==> config.mk <==
export PLATFORM = sky130hd
export DESIGN_NAME = pc_sequencer
export DESIGN_NICKNAME = d
export VERILOG_FILES = /design/src/rtl/argon_pkg.sv /design/src/rtl/pc_sequencer.sv
export SDC_FILE = /design/constraint.sdc
export NUM_CORES = 1
export LEC_CHECK = 0
export ABC_AREA = 0
export CELL_PAD_IN_SITES_DETAIL_PLACEMENT = 1
export CELL_PAD_IN_SITES_GLOBAL_PLACEMENT = 1
export CORE_MARGIN = 5
export CORE_UTILIZATION = 38
export CTS_BUF_LIST = sky130_fd_sc_hd__clkbuf_4
export DETAILED_ROUTE_END_ITERATION = 7
export PLACE_DENSITY = 0.87
export REMOVE_ABC_BUFFERS = 1
export SLEW_MARGIN = 20
export SYNTH_ARGS = -nofsm -noshare
export SYNTH_HDL_FRONTEND = slang
export SYNTH_SLANG_ARGS = --single-unit
export TNS_END_PERCENT = 20
==> constraint.sdc <==
create_clock -name i_clk -period 4.6 [get_ports i_clk]
set_clock_uncertainty 0.05 [all_clocks]
set_input_delay 0.46 -clock i_clk [delete_from_list [all_inputs] [get_ports i_clk]]
set_output_delay 0.46 -clock i_clk [all_outputs]
set_load 0.05 [all_outputs]
==> src/rtl/argon_pkg.sv <==
// Shared definitions for the argon front end: sequencer state encodings and
// the branch-type codes used by both BranchManager and pc_sequencer.
package argon_pkg;

  typedef enum logic [1:0] {
    ST_BOOT  = 2'd0,
    ST_RUN   = 2'd1,
    ST_FLUSH = 2'd2
  } seq_state_t;

  // Branch-type codes (funct3 encoding), single definition for all consumers
  localparam logic [2:0] BR_BEQ  = 3'b000;
  localparam logic [2:0] BR_BNE  = 3'b001;
  localparam logic [2:0] BR_BLT  = 3'b100;
  localparam logic [2:0] BR_BGE  = 3'b101;
  localparam logic [2:0] BR_BLTU = 3'b110;
  localparam logic [2:0] BR_BGEU = 3'b111;

  localparam int FLUSH_CNT_W = 4;

endpackage

==> src/rtl/pc_sequencer.sv <==
// Program counter owner: offers fetch addresses over valid/ready, redirects on
// taken branches/jumps and squashes IF/ID for FLUSH_CYCLES cycles afterwards.
module pc_sequencer
  import argon_pkg::*;
#(
  parameter int          ADDR_W       = 32,
  parameter int          INSTR_BYTES  = 4,
  parameter logic [31:0] RESET_VECTOR = 32'h0,
  parameter int          FLUSH_CYCLES = 2
) (
  input  logic              i_clk,
  input  logic              i_rst,
  input  logic              i_stall,
  input  logic              i_branch_valid,
  input  logic              i_take_branch,
  input  logic              i_jump_valid,
  input  logic [ADDR_W-1:0] i_target,
  input  logic              i_fetch_ready,
  output logic              o_fetch_valid,
  output logic [ADDR_W-1:0] o_fetch_addr,
  output logic              o_flush,
  output logic              o_misalign
);

  localparam logic [FLUSH_CNT_W-1:0] FLUSH_INIT = FLUSH_CNT_W'(FLUSH_CYCLES - 1);
  localparam logic [ADDR_W-1:0]      ALIGN_MASK = ADDR_W'(INSTR_BYTES - 1);
  localparam logic [ADDR_W-1:0]      PC_STEP    = ADDR_W'(INSTR_BYTES);

  seq_state_t             state, state_nxt;
  logic [ADDR_W-1:0]      pc, pc_nxt;
  logic [FLUSH_CNT_W-1:0] cnt, cnt_nxt;
  logic                   mis_nxt;
  logic                   redirect;

  assign redirect     = i_jump_valid | (i_branch_valid & i_take_branch);
  assign o_fetch_addr = pc;

  always_comb begin
    state_nxt = state;
    pc_nxt    = pc;
    cnt_nxt   = cnt;
    mis_nxt   = 1'b0;
    case (state)
      ST_BOOT: state_nxt = ST_RUN;
      ST_RUN, ST_FLUSH: begin
        if (redirect) begin
          pc_nxt    = i_target;
          state_nxt = ST_FLUSH;
          cnt_nxt   = FLUSH_INIT;
          mis_nxt   = |(i_target & ALIGN_MASK);
        end else begin
          // Stall only freezes the PC; an in-progress flush keeps counting down
          if (!i_stall && state == ST_RUN && o_fetch_valid && i_fetch_ready)
            pc_nxt = pc + PC_STEP;
          if (state == ST_FLUSH) begin
            if (cnt == '0) state_nxt = ST_RUN;
            else           cnt_nxt   = cnt - 1'b1;
          end
        end
      end
      default: state_nxt = ST_BOOT;
    endcase
  end

  always_ff @(posedge i_clk) begin
    if (i_rst) begin
      state         <= ST_BOOT;
      pc            <= RESET_VECTOR[ADDR_W-1:0];
      cnt           <= '0;
      o_fetch_valid <= 1'b0;
      o_flush       <= 1'b0;
      o_misalign    <= 1'b0;
    end else begin
      state         <= state_nxt;
      pc            <= pc_nxt;
      cnt           <= cnt_nxt;
      // Outputs are decoded from the next state so they line up with it
      o_fetch_valid <= (state_nxt == ST_RUN);
      o_flush       <= (state_nxt == ST_FLUSH);
      o_misalign    <= mis_nxt;
    end
  end

endmodule
==> results of run 1 <==
==> cell type report <==
class	instances	area (sq um)	area share
inverter	8	30.0	0.00877
multi-input combinational	252	1630	0.476
tap	77	96.3	0.0281
sequential	41	821	0.240
clock inverter	2	33.8	0.00986
timing repair buffer	78	768	0.224
clock buffer	6	45.0	0.0131
==> worst max-delay path: cells and delay by family <==
| family | cells | cell delay (ns) |
|---|---|---|
| AO/OA/AOI/OAI | 4 | 1.56 |
| buffers and inverters | 2 | 0.88 |
| AND/OR/NAND/NOR | 1 | 0.07 |
==> registers in the layout, indices dropped and copies added, names as in the netlist <==
signal,flops
o_misalign,1
o_fetch_valid,1
o_flush,1
o_fetch_addr,32
state,2
cnt,4
==> layout by cell type (no fill, tap or decap), types with 3 or more instances in the layout <==
cell type         n
a21oi_1          21
clkbuf_4          6
nor4_4            3
a22oi_1           6
a211oi_1          3
a32oi_1           3
a2bb2oi_1         4
nor3_1           16
ha_1              7
a31oi_1           7
nand3_1          15
o31ai_1           4
and3_1            6
o21ai_1          10
inv_1             8
clkdlybuf4s50_1  73
nor2_1           23
nor2b_1           4
a32o_1            3
mux2i_1           3
o21ai_0           6
buf_4             5
nor4_1            4
nand4_1           8
dfxtp_1          41
o211ai_1          4
nand2_1          42
or3_1             6
a21o_1            3
and2_1            3
==> cells by family after synthesis <==
group	synth area share
AO/OA/AOI/OAI	0.248
XOR/XNOR	0.00685
adder cells (fa/ha/maj)	0.0342
buffers and inverters	0.0426
flip-flops	0.321
multiplexers	0.0205
AND/OR/NAND/NOR	0.327
==> power groups by stage <==
stage	Combinational [mW]	Clock [mW]	Sequential, mW
after global routing	0.513	0.270	0.473
after floorplan	0.166	0	0.595
after detailed placement	0.482	0	0.472
final	0.484	0.250	0.466
after CTS	0.485	0.256	0.465
after global placement	0.468	0	0.469
==> final timing paths <==
check                                  endpoint  slack (ns)
setup / recovery  o_fetch_addr[12]$_SDFFE_PP0P_        1.82
setup reg to reg  o_fetch_addr[12]$_SDFFE_PP0P_        2.18
hold reg to reg    o_fetch_addr[0]$_SDFFE_PP0P_        0.42
hold / removal     o_fetch_addr[0]$_SDFFE_PP0P_        0.42
==> routing by layer <==
layer	GRT usage	wire length, um	up-vias
met5	0	0	-
met4	0.0668	112	0
met3	0.0417	443	11
met2	0.369	4440	66
met1	0.238	3690	1365
li1	-	-	1343
==> impl_results.md, run 1 <==
* Clock Power Share at 0.209
* CP endpoint kind: flip-flop
* ANT cells at 0
* Critical Path AT at 2.98 ns
* Fin cells at 464
* CTS tree: yes
* R2R Path Start: state[0]$_SDFF_PP0_
* Num CTS Buffers at 5
* # rows at 29
* Post-DP HPWL at 6260 um
* Max Cap Violations at 0
* FILL cells at 793
* Synth top area cells: dfxtp_1 (32%), nand2_1 (6.2%), a21oi_1 (4.1%), ha_1 (3.4%), nor2_1 (3.4%)
* Clock sink count at 41
* P_int at 698 uW
* Logic pwr share at 0.403
* Critical-path maximum fanout at 27
* Crit path time final at 2.78 ns
* GRT Util Overall at 0.203
* Cells after DPL at 456
* Setup ws final at 1.82 ns
* Initial antenna violation count at 0
* Critical Path Start Type: primary input
* Fmax at 0.359 GHz
* Status: finished clean
* Critical-path cell list: clkdlybuf4s50_1 -> a21o_1 -> buf_4 -> o21a_1 -> o21ai_0 -> a22oi_1 -> nor2_1
* Die area at 8470 sq um
* Initial Utilization at 0.396
* Cell variety after synth at 57
* DR vias at 2785
* Final setup vio count at 0
* Largest net degree at the start of global routing at 36
* Post-synth EDFFs at 0
* First-pass DRT Iterations at 4
* H-tree depth at 2
* Area share of the largest cell type after synthesis at 0.321
* Area growth from synthesis to layout at 34.0%
* Yosys warning count at 0
* Hold Startpoint: o_fetch_addr[0]$_SDFFE_PP0P_
* Fraction of registers with async set/reset at 0
* PD cells at 350 nW/um^2
* Total core area at 6460 sq um
* Slowest stage delay, CP at 0.68 ns
* DR WL/cell at 18.7 um
* Clock Tree Root: clkbuf_4
* Clk slew on worst S/H paths at 0.14 ns
* Critical-path top delay cell: o21a_1
* Mapped Avg Cell Area at 7.97 sq um
* Unrepaired setup endpoints after global routing: no
* DRT iter0 DRCs at 145
* First-pass GRT wire length at 14200 um
* Vias per cell at 6.00
* Drt drc at 0
* #FFs+latches synth at 41
* Switching share of power at 0.419
* Crit path launch: i_branch_valid
* Slew @ Worst Pin at 0.762 ns
* Yosys top cell by area: dfxtp_1
* Cts repair resizes at 0
* Final period utilization at 0.605
* Setup TNS at 0 ns
* Leakage at 1.19 nW
* Synth Cell Area at 2560 sq um
* Slew margin rel. at 0.492
* Antenna viol nets, final at 0
* Fin util at 0.530
* GR Overflow Total at 0
* VDD IR max at 189 uV
* Post-synth top flop: dfxtp_1
* Post-place setup slack at 1.53 ns
* Clk buf depth at 2
* Hold Vio Cnt, Final at 0
* PortBufs at 73
* Max-slew violations at 0
* Power share of the sequential group at 0.388
* Worst skew pair latency at 0.36 ns
* Tot Pwr at 1.20 mW
* Total Wirelength at 8690 um
* Post-Layout Inst Area at 3430 sq um
* Net Switching at 502 uW
* Cell Area, Placed at 3350 sq um
* Die Ht at 92.0 um
* Reg2Reg Depth at 6
* Crit Path Category: primary input to flip-flop
* Gp weighted congestion at 0.808
* Die width at 92.0 um
* Critical Path RT at 4.80 ns
* I/O pin count at 74
* Worst Hold Depth at 2
* Fin Hold WS at 0.420 ns
* Worst Hold Class: flip-flop to flip-flop
* Syn Inst Count at 321
* Most frequent cell after synthesis: nand2_1
* Leading post-synthesis cells by instance count: nand2_1 (42), dfxtp_1 (41), nor2_1 (23)
* Share of cells above drive strength 1 at 0.0698
* Register area share after synthesis at 0.321
* Postcts setup bufs at 0
* Hold buffers post-CTS at 0
* Layout Nets at 432
* Vias in the first global route at 2927
No activity file was read; power rests on OpenSTA's default activity.
==> inputs of run 2 (changes only) <==
--- a/config.mk
+++ b/config.mk
@@ -9,10 +9,10 @@
 export CELL_PAD_IN_SITES_DETAIL_PLACEMENT = 1
 export CELL_PAD_IN_SITES_GLOBAL_PLACEMENT = 1
 export CORE_MARGIN = 5
-export CORE_UTILIZATION = 38
+export CORE_UTILIZATION = 35
 export CTS_BUF_LIST = sky130_fd_sc_hd__clkbuf_4
 export DETAILED_ROUTE_END_ITERATION = 7
-export PLACE_DENSITY = 0.87
+export PLACE_DENSITY = 0.81
 export REMOVE_ABC_BUFFERS = 1
 export SLEW_MARGIN = 20
 export SYNTH_ARGS = -nofsm -noshare
==> constraint.sdc (replaced) <==
create_clock -name i_clk -period 2.78 [get_ports i_clk]
set_clock_uncertainty 0.05 [all_clocks]
set_input_delay 0.278 -clock i_clk [delete_from_list [all_inputs] [get_ports i_clk]]
set_output_delay 0.278 -clock i_clk [all_outputs]
set_load 0.05 [all_outputs]
==> run 2 against run 1 <==
Effect of this change:
- setup slack worse by 1.2 ns
- total power rose by 66%
- non-clock buffer count up 5
- global-route usage shrank 0.50 points
- design area increased by 1.9%
- die area increased by 7.6%
- critical path depth down 1
- sequential power is 65% higher
- routed wire length up 0.33%
- critical path type is now flip-flop to flip-flop
==> impl_results.md, run 2 (synthesis results as in run 1) <==
* # rows at 31
* DR WL/cell at 17.7 um
* Vias per cell at 5.70
* Largest net degree at the start of global routing at 35
* Max FFs per register at 32
* Max Cap Violations at 0
* Slowest stage delay, CP at 0.43 ns
* Fmax at 0.460 GHz
* Max-slew violations at 0
* Crit Path Category: flip-flop to flip-flop
* ANT cells at 0
* Hold buffers post-CTS at 0
* Postcts setup bufs at 0
* Antenna viol nets, final at 0
* Area growth from synthesis to layout at 36.5%
* Clock Tree Root: clkbuf_4
* Reg2reg setup slack at 0.60 ns
* GRT Util Overall at 0.198
* Leakage at 1.21 nW
* Hold Startpoint: i_target[22]
* CTS tree: yes
* Critical Path Start Type: flip-flop
* Die width at 95.5 um
* Critical-path maximum fanout at 5
* CP endpoint kind: flip-flop
* Fin util at 0.486
* Critical-path top delay cell: dfxtp_1
* Final period utilization at 0.783
* Most common cell after layout, fill and taps aside: clkdlybuf4s50_1
* Worst skew pair latency at 0.36 ns
* First-pass DRT Iterations at 4
* Share of cells above drive strength 1 at 0.0816
* Total core area at 7180 sq um
* Reg2Reg Depth at 6
* Worst Hold Class: primary input to flip-flop
* PD cells at 570 nW/um^2
* Initial Utilization at 0.356
* H-tree depth at 2
* R2R Path Start: o_fetch_addr[2]$_SDFFE_PP0P_
* Hold Vio Cnt, Final at 0
* Layout Nets at 437
* Die area at 9120 sq um
* Die Ht at 95.5 um
* Tot Pwr at 1.99 mW
* Critical Path AT at 2.39 ns
* Clock sink count at 41
* Unrepaired setup endpoints after global routing: no
* Total Wirelength at 8710 um
* DRT iter0 DRCs at 104
* Slew margin rel. at 0.584
* Final setup vio count at 0
* Clk slew on worst S/H paths at 0.13 ns
* First-pass GRT wire length at 14300 um
* Drt drc at 0
* Slew @ Worst Pin at 0.620 ns
* Cell Area, Placed at 3410 sq um
* VDD IR max at 356 uV
* Worst Hold Depth at 3
* Post-Layout Inst Area at 3490 sq um
* PortBufs at 73
* GR Overflow Total at 0
* I/O pin count at 74
* Cts repair resizes at 0
* Commonest non-fill, non-tap cells in the layout: clkdlybuf4s50_1 (73), nand2_1 (42), dfxtp_1 (41), nor2_1 (23), a21oi_1 (21)
* DR vias at 2798
* Initial antenna violation count at 0
* Num CTS Buffers at 5
* Worst R2R End: o_fetch_addr[26]$_SDFFE_PP0P_
* Post-DP HPWL at 6540 um
* Critical-path cell list: ha_1 -> nand4_1 -> nor3_4 -> nand3_1 -> and3_1 -> or3_1
* Hold EP: o_fetch_addr[22]$_SDFFE_PP0P_
* Crit path time final at 2.18 ns
* Gp weighted congestion at 0.804
* Critical Path RT at 2.99 ns
* Setup TNS at 0 ns
* Status: finished clean
* Clk buf depth at 2
* Vias in the first global route at 2853
[run 2: layout make-up]
class | count | area (sq um)
Timing Repair Buffer | 83 | 806
Clock buffer | 6 | 45.0
Clock inverter | 2 | 33.8
Tap cell | 99 | 124
Multi-Input combinational cell | 252 | 1630
Sequential cell | 41 | 821
Inverter | 8 | 30.0
Fill cell | 876 | 3680
[run 2: metal layers]
layer | global-route usage | wire length, um
met1 | 0.249 | 3860
met2 | 0.347 | 4360
met3 | 0.0300 | 303
met4 | 0.0640 | 192
met5 | 0 | 0
[run 2: how the worst max path moves through the flow]
stage,start,to,slack (ns),depth (start not counted)
final,o_fetch_addr[2]$_SDFFE_PP0P_,o_fetch_addr[26]$_SDFFE_PP0P_,0.60,6
after global placement,i_branch_valid,o_fetch_addr[23]$_SDFFE_PP0P_,0.48,7
after global routing,o_fetch_addr[2]$_SDFFE_PP0P_,o_fetch_addr[14]$_SDFFE_PP0P_,0.42,6
after floorplan,i_branch_valid,o_fetch_addr[27]$_SDFFE_PP0P_,-0.05,5
after CTS,o_fetch_addr[2]$_SDFFE_PP0P_,o_fetch_addr[16]$_SDFFE_PP0P_,0.58,5
after detailed placement,i_branch_valid,o_fetch_addr[23]$_SDFFE_PP0P_,0.40,7
[run 2: worst max-delay path: cells and delay by family, from the launching register on]
| kind | cells | cell delay, ns |
|---|---|---|
| fa+ha+maj | 1 | 0.28 |
| flops | 1 | 0.43 |
| simple gates | 5 | 1.31 |
[run 2: through the flow]
stage	setup WS [ns]	std cells	hold slack, ns
2_1_floorplan	-0.0529	301	0.293
3_3_place_gp	0.478	483	0.402
3_5_place_dp	0.399	483	0.407
4_1_cts	0.584	491	0.434
5_1_grt	0.419	491	0.437
6_report	0.604	491	0.433
[run 2: power breakdown]
part	leakage (nW)	switching, mW	total [mW]	internal [mW]
logic	0.835	0.501	0.807	0.306
clock network	0.0433	0.218	0.416	0.197
registers	0.335	0.106	0.769	0.663
total	1.21	0.825	1.99	1.17
